File: src/rtl/axi_pkg.sv
// Shared AXI definitions for the memory-side read/write arbiters.
// Contents:
//   state_e      - read arbiter FSM states (IDLE, ADDR, DATA)
//   MST_IFU/LSU  - master identifiers (icache = 0, LSU = 1)
//   AXI_*_W      - default address/data widths
package axi_pkg;

  typedef enum logic [1:0] {
    IDLE = 2'd0,
    ADDR = 2'd1,
    DATA = 2'd2
  } state_e;

  localparam logic MST_IFU = 1'b0;
  localparam logic MST_LSU = 1'b1;

  localparam int AXI_ADDR_W = 32;
  localparam int AXI_DATA_W = 32;

endpackage

File: src/rtl/rr_arb2.sv
// Combinational two-way picker, shared by the read and write arbiters.
// Ports:
//   req_i[1:0]  - request from master 1 / master 0
//   last_id_i   - master that completed the previous transaction
//   rr_en_i     - 1: round-robin on contention, 0: master 1 always wins
//   win_o       - selected master (meaningful only when req_i != 0)
module rr_arb2
  import axi_pkg::*;
(
  input  logic [1:0] req_i,
  input  logic       last_id_i,
  input  logic       rr_en_i,
  output logic       win_o
);

  always_comb begin
    win_o = MST_IFU;
    unique case (req_i)
      2'b01:   win_o = MST_IFU;
      2'b10:   win_o = MST_LSU;
      // Contention: alternate away from the last served master, or let the LSU win.
      2'b11:   win_o = rr_en_i ? ~last_id_i : MST_LSU;
      default: win_o = MST_IFU;
    endcase
  end

endmodule

File: src/rtl/axi_rd_arbiter.sv
// Two-master / one-slave AXI4-lite read arbiter (icache + LSU -> memory).
// Exactly one read transaction is outstanding at any time.
// Ports:
//   clk, rst_n            - clock, asynchronous active-low reset
//   m0_* (icache)         - AR: arvalid/arready/araddr, R: rvalid/rready/rdata
//   m1_* (LSU)            - same as m0
//   s_*  (memory)         - AR: arvalid/arready/araddr, R: rvalid/rready/rdata
// Parameters:
//   ADDR_W, DATA_W        - channel widths
//   RR_EN                 - 1: round-robin, 0: fixed priority with LSU winning
module axi_rd_arbiter
  import axi_pkg::*;
#(
  parameter int ADDR_W = AXI_ADDR_W,
  parameter int DATA_W = AXI_DATA_W,
  parameter int RR_EN  = 1
) (
  input  logic              clk,
  input  logic              rst_n,
  input  logic              m0_arvalid,
  output logic              m0_arready,
  input  logic [ADDR_W-1:0] m0_araddr,
  output logic              m0_rvalid,
  input  logic              m0_rready,
  output logic [DATA_W-1:0] m0_rdata,
  input  logic              m1_arvalid,
  output logic              m1_arready,
  input  logic [ADDR_W-1:0] m1_araddr,
  output logic              m1_rvalid,
  input  logic              m1_rready,
  output logic [DATA_W-1:0] m1_rdata,
  output logic              s_arvalid,
  input  logic              s_arready,
  output logic [ADDR_W-1:0] s_araddr,
  input  logic              s_rvalid,
  output logic              s_rready,
  input  logic [DATA_W-1:0] s_rdata
);

  localparam logic RR_EN_L = (RR_EN != 0);

  state_e            state_q;
  logic              grant_id_q;
  logic              last_id_q;
  logic              s_arvalid_q;
  logic [ADDR_W-1:0] addr_q;

  logic win;
  logic idle;
  logic in_data;
  logic ar_hs;

  rr_arb2 u_pick (
    .req_i     ({m1_arvalid, m0_arvalid}),
    .last_id_i (last_id_q),
    .rr_en_i   (RR_EN_L),
    .win_o     (win)
  );

  // Gate with rst_n so no arready pulse can be seen while reset is held.
  assign idle    = (state_q == IDLE) && rst_n;
  assign in_data = (state_q == DATA);

  assign m0_arready = idle && m0_arvalid && (win == MST_IFU);
  assign m1_arready = idle && m1_arvalid && (win == MST_LSU);
  assign ar_hs      = m0_arready || m1_arready;

  assign s_arvalid = s_arvalid_q;
  assign s_araddr  = addr_q;

  // R channel is a pure pass-through to the granted master, DATA state only.
  assign s_rready  = in_data && ((grant_id_q == MST_LSU) ? m1_rready : m0_rready);
  assign m0_rvalid = in_data && (grant_id_q == MST_IFU) && s_rvalid;
  assign m1_rvalid = in_data && (grant_id_q == MST_LSU) && s_rvalid;
  assign m0_rdata  = (in_data && (grant_id_q == MST_IFU)) ? s_rdata : '0;
  assign m1_rdata  = (in_data && (grant_id_q == MST_LSU)) ? s_rdata : '0;

  always_ff @(posedge clk or negedge rst_n) begin
    if (!rst_n) begin
      state_q     <= IDLE;
      grant_id_q  <= MST_IFU;
      // last_id = LSU makes the icache win the first contention under round-robin.
      last_id_q   <= MST_LSU;
      s_arvalid_q <= 1'b0;
      addr_q      <= '0;
    end else begin
      unique case (state_q)
        IDLE: begin
          if (ar_hs) begin
            addr_q      <= (win == MST_LSU) ? m1_araddr : m0_araddr;
            grant_id_q  <= win;
            s_arvalid_q <= 1'b1;
            state_q     <= ADDR;
          end
        end
        ADDR: begin
          if (s_arvalid_q && s_arready) begin
            s_arvalid_q <= 1'b0;
            state_q     <= DATA;
          end
        end
        DATA: begin
          if (s_rvalid && s_rready) begin
            last_id_q <= grant_id_q;
            state_q   <= IDLE;
          end
        end
        default: state_q <= IDLE;
      endcase
    end
  end

  // Read data arriving with no transaction in its data phase is dropped; flag it.
  always_ff @(posedge clk) begin
    if (rst_n) begin
      assert (in_data || !s_rvalid)
        else $warning("axi_rd_arbiter: stray s_rvalid outside data phase ignored");
    end
  end

endmodule

File: config.mk
export PLATFORM = sky130hd
export DESIGN_NAME = axi_rd_arbiter
export DESIGN_NICKNAME = d
export VERILOG_FILES = /design/src/rtl/axi_pkg.sv /design/src/rtl/rr_arb2.sv /design/src/rtl/axi_rd_arbiter.sv
export SDC_FILE = /design/constraint.sdc
export NUM_CORES = 1
export LEC_CHECK = 0
export BUFFER_PORTS_ARGS = -buffer_cell sky130_fd_sc_hd__buf_2
export CORE_MARGIN = 10
export CORE_UTILIZATION = 40
export CTS_BUF_LIST = sky130_fd_sc_hd__clkbuf_8
export DETAILED_ROUTE_END_ITERATION = 10
export GPL_TIMING_DRIVEN = 0
export HOLD_SLACK_MARGIN = 0.08
export PLACE_DENSITY = 0.84
export SLEW_MARGIN = 20
export SYNTH_ARGS = -nofsm -noshare
export SYNTH_HDL_FRONTEND = slang
export SYNTH_SLANG_ARGS = --single-unit
File: constraint.sdc
create_clock -name clk -period 4.01 [get_ports clk]
set_input_delay 0.2005 -clock clk [delete_from_list [all_inputs] [get_ports clk]]
set_output_delay 0.2005 -clock clk [all_outputs]
set_load 0.05 [all_outputs]
==> results.json, run 1 <==
{
  "max_stage_delay_ns": 0.66,
  "synth.avg_cell_area_um2": 10.9,
  "fin_tns_setup_ns": 0,
  "crit_type": "input pin to primary output",
  "routedWlPerCell_um": 19.7,
  "synth-xor-area-share": 0,
  "critical_path.slowest_cell": "buf_2",
  "die_width_um": 96.8,
  "netlist.top_cell.by_area": "dfrtp_1",
  "slew_headroom": 0.443,
  "viasPerCell": 5.16,
  "maxCapViolCount": 0,
  "synthAdderAreaFrac": 0,
  "initial_core_util": 0.421,
  "hold_class": "input pin to flip-flop",
  "fin_cells": 505,
  "syn_inst": 217,
  "ys_seq_area_frac": 0.393,
  "htreeDepth": 2,
  "ff2ff_path_depth": 3,
  "hpwl_mm": 8.32,
  "synthArstFlopShare": 1.00,
  "yosysWarnings": 0,
  "clk_latency_ns": 0.29,
  "hold_violations": 0,
  "period_minus_slack_ns": 2.57,
  "yosysTopAreaCellShare": 0.382,
  "p_int_w": 0.00128,
  "irDropWorstVdd_mv": 0.486,
  "root_buffer": "clkbuf_8",
  "drtPass1Iterations": 4,
  "cp_common_cell": "buf_2",
  "via_count": 2605,
  "synth-seq-cells": 37,
  "io_buffers": 205,
  "synthFlopType": "dfrtp_1",
  "worst_pin_slew_ns": 0.836,
  "ys_top_cells_by_area": "dfrtp_1, a2bb2oi_2, and2_1, o32ai_1, clkbuf_1",
  "cts_buffers": 5,
  "netSwitchingPower_w": 0.00147,
  "netlist_area_um2": 2360,
  "fillers": 478,
  "crit_path_end": "m0_arready",
  "post-cts-setup-buffers": 0,
  "end_kind": "primary output",
  "drc": 0,
  "synth_top_family_by_area": "compound AO/OA/AOI/OAI gates",
  "drive_gt1_frac": 0.585,
  "status": "completed",
  "rsz0062_at_grt": "false",
  "cp-startpoint": "rst_n",
  "area_growth_pct": 52.6,
  "antenna_found_initial": 2,
  "grt_max_degree": 40,
  "ant_nets": 0,
  "switching_share": 0.535,
  "clock_skew_ns": 0.00928,
  "dp.cells": 494,
  "die-area_um2": 9380,
  "whs_ns": 0.216,
  "drv_slew": 0,
  "synthesis.nets": 321,
  "r2r-end": "s_araddr[0]",
  "cp_data_arrival_time_ns": 2.37,
  "clock_path_buffers": 2,
  "setup_viol": 0,
  "clock.fmax_mhz": 389,
  "cp.required_ns": 3.81,
  "row_count": 27,
  "place_congestion": 0.822,
  "synth-compound-area-share": 0.329,
  "fin_crit_sh": 0.641,
  "ys_types": 27,
  "cts_tree": "yes",
  "grt_pass1_wl_mm": 15.1,
  "path_max_fanout": 39,
  "coreArea_um2": 5610,
  "grt_pass1_vias": 2783,
  "pwr-share-clk": 0.116,
  "yosys.area_share.simple": 0.216,
  "finalPower_w": 0.00275,
  "clock-sinks": 37,
  "cts.hold.buffers_added": 1,
  "clk_pin_slew_ns": 0.08,
  "crit_path_cell_trace": "dlygate4sd3_1 > buf_2 > or3b_4 > nor3_1 > buf_2",
  "drt_iter0_markers": 93,
  "routed_wl_mm": 9.93,
  "io_pins": 206,
  "cts_resized": 0,
  "post_synth_mux_area_share": 0.00901,
  "power-per-cell-area_nw_per_um2": 762,
  "comb_power_share": 0.637,
  "finalNetCount": 534,
  "synth-edff-count": 0,
  "die_y_um": 96.8,
  "power_leakage_nw": 1.86,
  "p_seq_frac": 0.247,
  "rrSetupSlack_ns": 2.30,
  "reg2reg_from": "state_q[1]",
  "worstSetupStartpointType": "input pin",
  "overflow": 0,
  "grtUsageTotal": 0.196
}
-- placed cells by master, fill, tap and decap left out --
cell | synthesis | routed
a211o_1 | 1 | 1
a21bo_2 | 1 | 1
a21o_1 | 1 | 1
a2bb2oi_1 | 4 | 4
a2bb2oi_2 | 28 | 28
a31o_1 | 1 | 1
and2_1 | 66 | 66
buf_2 | 4 | 209
buf_6 | 3 | 3
bufinv_16 | 0 | 1
clkbuf_1 | 16 | 16
clkbuf_8 | 0 | 5
clkinv_1 | 1 | 1
clkinv_4 | 0 | 1
dfrtp_1 | 36 | 36
dfstp_2 | 1 | 1
diode_2 | 0 | 2
dlygate4sd3_1 | 0 | 1
inv_1 | 2 | 3
mux2_2 | 1 | 1
mux2i_1 | 1 | 1
nand2_1 | 1 | 1
nand2b_1 | 1 | 1
nand3_1 | 2 | 2
nor2_1 | 6 | 6
nor2_4 | 1 | 1
nor2b_1 | 2 | 2
nor3_1 | 1 | 1
nor3b_1 | 2 | 2
o22ai_1 | 1 | 1
o32ai_1 | 32 | 32
or3b_4 | 1 | 1
-- worst max-delay path: cells and delay by family --
family / cells / cell delay [ns]
buffers and inverters: 3 / 1.49
and+or+nand+nor: 2 / 0.66
-- metrics by stage --
stage / cell area, um2 / util / worst slack [ns]
after detailed placement: 3480 / 0.620 / 1.76
final: 3600 / 0.643 / 1.44
after global placement: 3480 / 0.620 / 1.83
after floorplan: 2360 / - / 1.87
after global routing: 3600 / 0.643 / 1.26
after CTS: 3600 / 0.642 / 1.38
-- cells by family after synthesis --
logic type | Yosys count
simple gates | 83
compound gates | 69
flops | 37
buf+inv | 26
mux | 2
-- flip-flops by register name (all words and copies together), names as in the netlist --
register    count
grant_id_q      1
s_arvalid       1
state_q         2
s_araddr       32
last_id_q       1
-- routing by layer --
layer | wire, um | vias up | GRT usage
li1 | - | 1237 | -
met1 | 3350 | 1225 | 0.184
met2 | 5360 | 133 | 0.362
met3 | 1100 | 10 | 0.104
met4 | 126 | 0 | 0.0485
met5 | 0 | - | 0
-- power groups by stage --
| stage | Sequential, W | Combinational [W] | Clock (W) |
|---|---|---|---|
| global placement | 0.000669 | 0.00175 | 0 |
| CTS | 0.000678 | 0.00177 | 0.000328 |
| floorplan | 0.00123 | 0.000787 | 0 |
| detailed placement | 0.000684 | 0.00177 | 0 |
| finish | 0.000679 | 0.00175 | 0.000319 |
| global route | 0.000699 | 0.00184 | 0.000344 |
-- synthesized netlist by cell type, types with 2 or more instances --
cell / n
inv_1: 2
nand3_1: 2
nor2_1: 6
a2bb2oi_2: 28
nor3b_1: 2
dfrtp_1: 36
clkbuf_1: 16
buf_2: 4
buf_6: 3
a2bb2oi_1: 4
and2_1: 66
o32ai_1: 32
nor2b_1: 2
-- worst min-delay path by stage --
stage | cells past startpoint | to | start | slack, ns
after floorplan | 0 | grant_id_q | rst_n | -0.1
after global placement | 1 | s_araddr[11] | rst_n | 0.33
after detailed placement | 1 | s_araddr[12] | rst_n | 0.35
after CTS | 3 | s_araddr[22] | m1_araddr[22] | 0.21
after global routing | 3 | s_araddr[15] | m1_araddr[15] | 0.22
final | 3 | s_araddr[22] | m1_araddr[22] | 0.22
-- layout make-up --
cell class	count	area (um2)	share of cell area
Clock buffer	5	68.8	0.0191
Timing Repair Buffer	206	1040	0.287
Multi-Input combinational cell	154	1310	0.363
Inverter	3	11.3	0.00312
Sequential cell	37	927	0.257
Tap cell	72	90.1	0.0250
Buffer	23	114	0.0316
Clock inverter	3	42.5	0.0118
Antenna cell	2	5.00	0.00139
Note: power is estimated with default switching activity, not from simulation.
==> inputs of run 2 (changes only) <==
--- a/config.mk
+++ b/config.mk
@@ -7,12 +7,12 @@
 export LEC_CHECK = 0
 export BUFFER_PORTS_ARGS = -buffer_cell sky130_fd_sc_hd__buf_2
 export CORE_MARGIN = 10
-export CORE_UTILIZATION = 40
+export CORE_UTILIZATION = 39
 export CTS_BUF_LIST = sky130_fd_sc_hd__clkbuf_8
 export DETAILED_ROUTE_END_ITERATION = 10
 export GPL_TIMING_DRIVEN = 0
 export HOLD_SLACK_MARGIN = 0.08
-export PLACE_DENSITY = 0.84
+export PLACE_DENSITY = 0.82
 export SLEW_MARGIN = 20
 export SYNTH_ARGS = -nofsm -noshare
 export SYNTH_HDL_FRONTEND = slang
==> constraint.sdc (replaced) <==
create_clock -name clk -period 2.6 [get_ports clk]
set_input_delay 0.13 -clock clk [delete_from_list [all_inputs] [get_ports clk]]
set_output_delay 0.13 -clock clk [all_outputs]
set_load 0.05 [all_outputs]
==> run 2 against run 1 <==
  * First-iteration DRC count decreased by 17%
  * Die area increased by 2.0%
  * Core utilization decreased by 2.9 points
  * Worst setup slack got worse by 1.1 ns
  * Final cell count increased by 0.20%
  * Flip-flop and latch count unchanged
  * Clock skew decreased by 0.0021 ns
  * Hold slack got worse by 0.063 ns
  * Global-route usage decreased by 1.3 points
  * Non-clock buffer count unchanged
  * Largest power group unchanged
  * Highest routed layer unchanged
==> results.json, run 2 (same netlist as run 1, synthesis figures left out) <==
{
  "status": "completed",
  "r2r-end": "s_araddr[30]",
  "clock.fmax_mhz": 437,
  "drt_iter0_markers": 77,
  "period_minus_slack_ns": 2.29,
  "final_cell_mix": "buf_2, and2_1, dfrtp_1",
  "die_width_um": 97.8,
  "fin_crit_sh": 0.879,
  "io_pins": 206,
  "max_stage_delay_ns": 0.52,
  "cp.depth": 5,
  "slew_headroom": 0.505,
  "cp_data_arrival_time_ns": 2.16,
  "wl_met3_mm": 1.00,
  "grt_pass1_vias": 2835,
  "antenna_found_initial": 0,
  "routedWlPerCell_um": 18.1,
  "ff2ff_path_depth": 3,
  "rsz0062_at_grt": "false",
  "ant_nets": 0,
  "htreeDepth": 2,
  "power-per-cell-area_nw_per_um2": 1180,
  "fin_tns_setup_ns": 0,
  "largest_reg_flops": 32,
  "routed_wl_mm": 9.17,
  "diodes": 0,
  "finalNetCount": 534,
  "root_buffer": "clkbuf_8",
  "grt_pass1_wl_mm": 14.7,
  "area_growth_pct": 52.9,
  "cp.required_ns": 2.47,
  "rrSetupSlack_ns": 0.90,
  "critPathTopFamily": "buffers and inverters",
  "path_max_fanout": 39,
  "clock-sinks": 37,
  "final_common_cell": "buf_2",
  "dr.max_layer_used": "met4",
  "via_count": 2569,
  "drive_gt1_frac": 0.585,
  "viasPerCell": 5.08,
  "drtPass1Iterations": 6,
  "drc": 0,
  "maxCapViolCount": 0,
  "cts_tree": "yes",
  "irDropWorstVdd_mv": 0.627,
  "whs_path_depth": 3,
  "clock_path_buffers": 2,
  "overflow": 0,
  "row_count": 28,
  "drv_slew": 0,
  "dr_wl_met2_mm": 4.54,
  "worst_pin_slew_ns": 0.740,
  "cts_buffers": 5,
  "clk_latency_ns": 0.28,
  "reg2reg_from": "state_q[1]",
  "path_buf_inv": 3,
  "die-area_um2": 9570,
  "place_congestion": 0.785,
  "setup_viol": 0,
  "grtUsageTotal": 0.183,
  "hold_class": "input pin to flip-flop",
  "crit_path_end": "m0_arready",
  "die_y_um": 97.8,
  "finalPower_w": 0.00425,
  "hpwl_mm": 7.67,
  "clock_skew_ns": 0.00717,
  "clk_pin_slew_ns": 0.07,
  "hold_violations": 0,
  "crit_type": "input pin to primary output",
  "crit_path_cell_trace": "dlygate4sd3_1 > clkbuf_4 > or3b_4 > nor3_1 > buf_2",
  "met1_length_mm": 3.49,
  "initial_core_util": 0.401,
  "power_leakage_nw": 1.86,
  "cp-startpoint": "rst_n",
  "grt_max_degree": 40,
  "end_kind": "primary output",
  "critical_path.slowest_cell": "dlygate4sd3_1",
  "coreArea_um2": 5890,
  "worstSetupStartpointType": "input pin",
  "io_buffers": 205
}
## run 2: cell types whose count changed in the layout (fill, tap and decap cells not counted)
cell	before	now
clkbuf_8	5	6
clkinv_4	1	0
clkbuf_4	0	1
diode_2	2	0
buf_2	209	208
## run 2: stage by stage
stage               cell area, um2  hold slack (ns)  setup slack, ns   util  cells
floorplan                     2360           -0.166            0.532      -    217
global placement              3480            0.269            0.456  0.591    497
detailed placement            3480            0.285            0.429  0.591    497
CTS                           3610            0.144           0.0197  0.613    506
global route                  3610            0.150            0.138  0.613    506
finish                        3610            0.153            0.314  0.613    506
## run 2: worst reg2reg max path: cells and delay by family (launching register included)
kind	cells	cell delay, ns
AO/OA/AOI/OAI	1	0.11
buffers and inverters	1	0.40
flip-flops	1	0.43
AND/OR/NAND/NOR	1	0.65
## run 2: how the worst min path moves through the flow
stage                  start            to
6_report       m1_araddr[21]  s_araddr[21]
5_1_grt        m1_araddr[25]  s_araddr[25]
4_1_cts        m1_araddr[25]  s_araddr[25]
3_5_place_dp           rst_n  s_araddr[14]
3_3_place_gp           rst_n  s_araddr[14]
2_1_floorplan          rst_n    grant_id_q
## run 2: per-layer routing
metal | vias to the layer above | GRT usage
met3 | 14 | 0.0853
met5 | - | 0
met1 | 1178 | 0.204
met2 | 144 | 0.310
met4 | 0 | 0.0470
li1 | 1233 | -
## run 2: report_power, final
part | leakage (nW) | switching [W] | internal [W]
Clock | 0.0626 | 0.000197 | 0.000309
Sequential | 0.404 | 0.000197 | 0.000850
Combinational | 1.40 | 0.00186 | 0.000837
Total | 1.86 | 0.00225 | 0.00200
## run 2: layout make-up
class	count	area, um2
Timing Repair Buffer	206	1040
Multi-Input combinational cell	154	1310
Clock inverter	2	33.8
Fill cell	476	2280
Clock buffer	6	82.6
Sequential cell	37	927
Buffer	23	114
Inverter	3	11.3
Tap cell	75	93.8
## run 2: repair_timing
action                                 4_1_cts  5_1_grt
hold buffers                                 1        0
resized for setup                            0        1
buffers inserted                             0        0
setup endpoints to repair                    0       24
endpoints found under the hold margin       36        0
==> inputs of run 3 (changes only) <==
--- a/config.mk
+++ b/config.mk
@@ -9,6 +9,7 @@
 export CORE_MARGIN = 10
 export CORE_UTILIZATION = 39
 export CTS_BUF_LIST = sky130_fd_sc_hd__clkbuf_8
+export CTS_CLUSTER_SIZE = 16
 export DETAILED_ROUTE_END_ITERATION = 10
 export GPL_TIMING_DRIVEN = 0
 export HOLD_SLACK_MARGIN = 0.08
==> constraint.sdc (replaced) <==
create_clock -name clk -period 2.55 [get_ports clk]
set_input_delay 0.1275 -clock clk [delete_from_list [all_inputs] [get_ports clk]]
set_output_delay 0.1275 -clock clk [all_outputs]
set_load 0.05 [all_outputs]
==> run 3 against run 2 <==
  * Final cell count grew 0.20%
  * Routed wire length grew 0.85%
  * Flip-flop and latch count is the same
  * Core utilization grew 0.30 points
  * Non-clock buffer count grew 1
  * Via count grew 0.27%
  * Sequential power is essentially flat
==> results.json, run 3 (same netlist as run 1, synthesis figures left out) <==
{
  "fin_crit_sh": 0.834,
  "finalNetCount": 535,
  "netSwitchingPower_w": 0.00229,
  "coreArea_um2": 5890,
  "drt_iter0_markers": 65,
  "met2_usage": 0.312,
  "largest_reg_flops": 32,
  "maxCapViolCount": 0,
  "cts_buffers": 5,
  "fin_area_um2": 3630,
  "p_seq_frac": 0.246,
  "final_cell_mix": "buf_2, and2_1, dfrtp_1",
  "crit_type": "flip-flop to primary output",
  "clock.fmax_mhz": 470,
  "via_count": 2576,
  "p_int_w": 0.00204,
  "die_y_um": 97.8,
  "drc": 0,
  "crit_path_cell_trace": "nand2b_1 > nor2_1 > clkbuf_1 > and2_1 > buf_2",
  "hpwl_mm": 7.67,
  "cp_data_arrival_time_ns": 2.00,
  "worstSetupStartpointType": "flip-flop",
  "period_minus_slack_ns": 2.13,
  "final_common_cell": "buf_2",
  "routedWlPerCell_um": 18.2,
  "use_met1": 0.202,
  "diodes": 0,
  "slew_headroom": 0.505,
  "grt_max_degree": 37,
  "overflow": 0,
  "max_stage_delay_ns": 0.43,
  "initial_core_util": 0.401,
  "comb_power_share": 0.635,
  "routed_wl_mm": 9.25,
  "cts_tree": "yes",
  "end_kind": "primary output",
  "pwr-share-clk": 0.119,
  "fin_tns_setup_ns": 0,
  "status": "completed",
  "irDropWorstVdd_mv": 0.640,
  "setup_viol": 0,
  "finish.utilization": 0.616,
  "drtPass1Iterations": 5,
  "power_leakage_nw": 1.87,
  "drive_gt1_frac": 0.586,
  "viasPerCell": 5.08,
  "ant_nets": 0,
  "grt.busiest_layer": "met2",
  "io_buffers": 205,
  "die-area_um2": 9570,
  "power-per-cell-area_nw_per_um2": 1190,
  "die_width_um": 97.8,
  "root_buffer": "clkbuf_8",
  "clock_path_buffers": 2,
  "critical_path.slowest_cell": "dfrtp_1",
  "clk_pin_slew_ns": 0.07,
  "rsz0062_at_grt": "false",
  "clk_latency_ns": 0.28,
  "row_count": 28,
  "use_met3": 0.0895,
  "place_congestion": 0.785,
  "hold_class": "input pin to flip-flop",
  "switching_share": 0.530,
  "grtUsageTotal": 0.185,
  "path_max_fanout": 10,
  "grt_pass1_vias": 2854,
  "cts_resized": 0,
  "clock-sinks": 37,
  "htreeDepth": 2,
  "placed_area_um2": 3480,
  "grt_pass1_wl_mm": 14.8,
  "clock_skew_ns": 0.00719,
  "cp.required_ns": 2.42,
  "io_pins": 206,
  "drv_slew": 0,
  "antenna_found_initial": 0,
  "post-cts-setup-buffers": 0,
  "worst_pin_slew_ns": 0.740,
  "hold_violations": 0,
  "area_growth_pct": 53.6
}
run 3: cell count changes in the layout (fill, tap and decap cells not counted):
cell / before / now
buf_2: 208 / 209
buf_12: 0 / 1
clkbuf_4: 1 / 0
run 3: cell type report:
cell class	instances	area (um2)
Fill cell	473	2260
Multi-Input combinational cell	154	1310
Timing Repair Buffer	207	1060
Sequential cell	37	927
Buffer	23	114
Tap cell	75	93.8
Clock buffer	6	82.6
Clock inverter	2	33.8
Inverter	3	11.3
run 3: timing repair:
| action | 4_1_cts | 5_1_grt |
|---|---|---|
| hold buffers | 2 | 0 |
| endpoints found under the hold margin | 36 | 0 |
| endpoints found under the setup margin | 0 | 0 |
run 3: power by group through the flow:
| stage | clock, W | combinational, W | sequential, W |
|---|---|---|---|
| after floorplan | 0 | 0.00124 | 0.00193 |
| after global placement | 0 | 0.00274 | 0.00106 |
| after detailed placement | 0 | 0.00277 | 0.00108 |
| after CTS | 0.000534 | 0.00278 | 0.00107 |
| after global routing | 0.000554 | 0.00290 | 0.00110 |
| final | 0.000516 | 0.00275 | 0.00107 |
run 3: worst paths after layout:
kind / slack (ns) / cells past startpoint / start / end
min in group asynchronous: 0.41 / 2 / rst_n / last_id_q
max in group asynchronous: 1.93 / 3 / rst_n / state_q[1]
setup / recovery: 0.42 / 5 / state_q[0] / m1_rdata[18]
setup reg to reg: 0.85 / 3 / state_q[1] / s_araddr[30]
hold / removal: 0.15 / 3 / m1_araddr[21] / s_araddr[21]
hold reg to reg: 0.52 / 1 / s_araddr[25] / s_araddr[25]
run 3: per-stage QoR:
stage                     power (W)  hold slack [ns]  setup WS (ns)  std cells
after global placement      0.00379            0.267          0.409        497
after CTS                   0.00438            0.142          0.387        507
after global routing        0.00455            0.147          0.225        507
after floorplan             0.00316           -0.168          0.484        217
final                       0.00433            0.151          0.424        507
after detailed placement    0.00385            0.282          0.382        497
run 3: per-layer routing:
layer,part of all wire,up-vias
li1,-,1235
met1,0.38,1177
met2,0.49,146
met3,0.11,18
met4,0.019,0
met5,0,-
run 3: worst max-delay path: cells and delay by family, from the launching register on:
family | cells | cell delay (ns)
simple gates | 3 | 0.69
buf+inv | 2 | 0.59
flops | 1 | 0.43
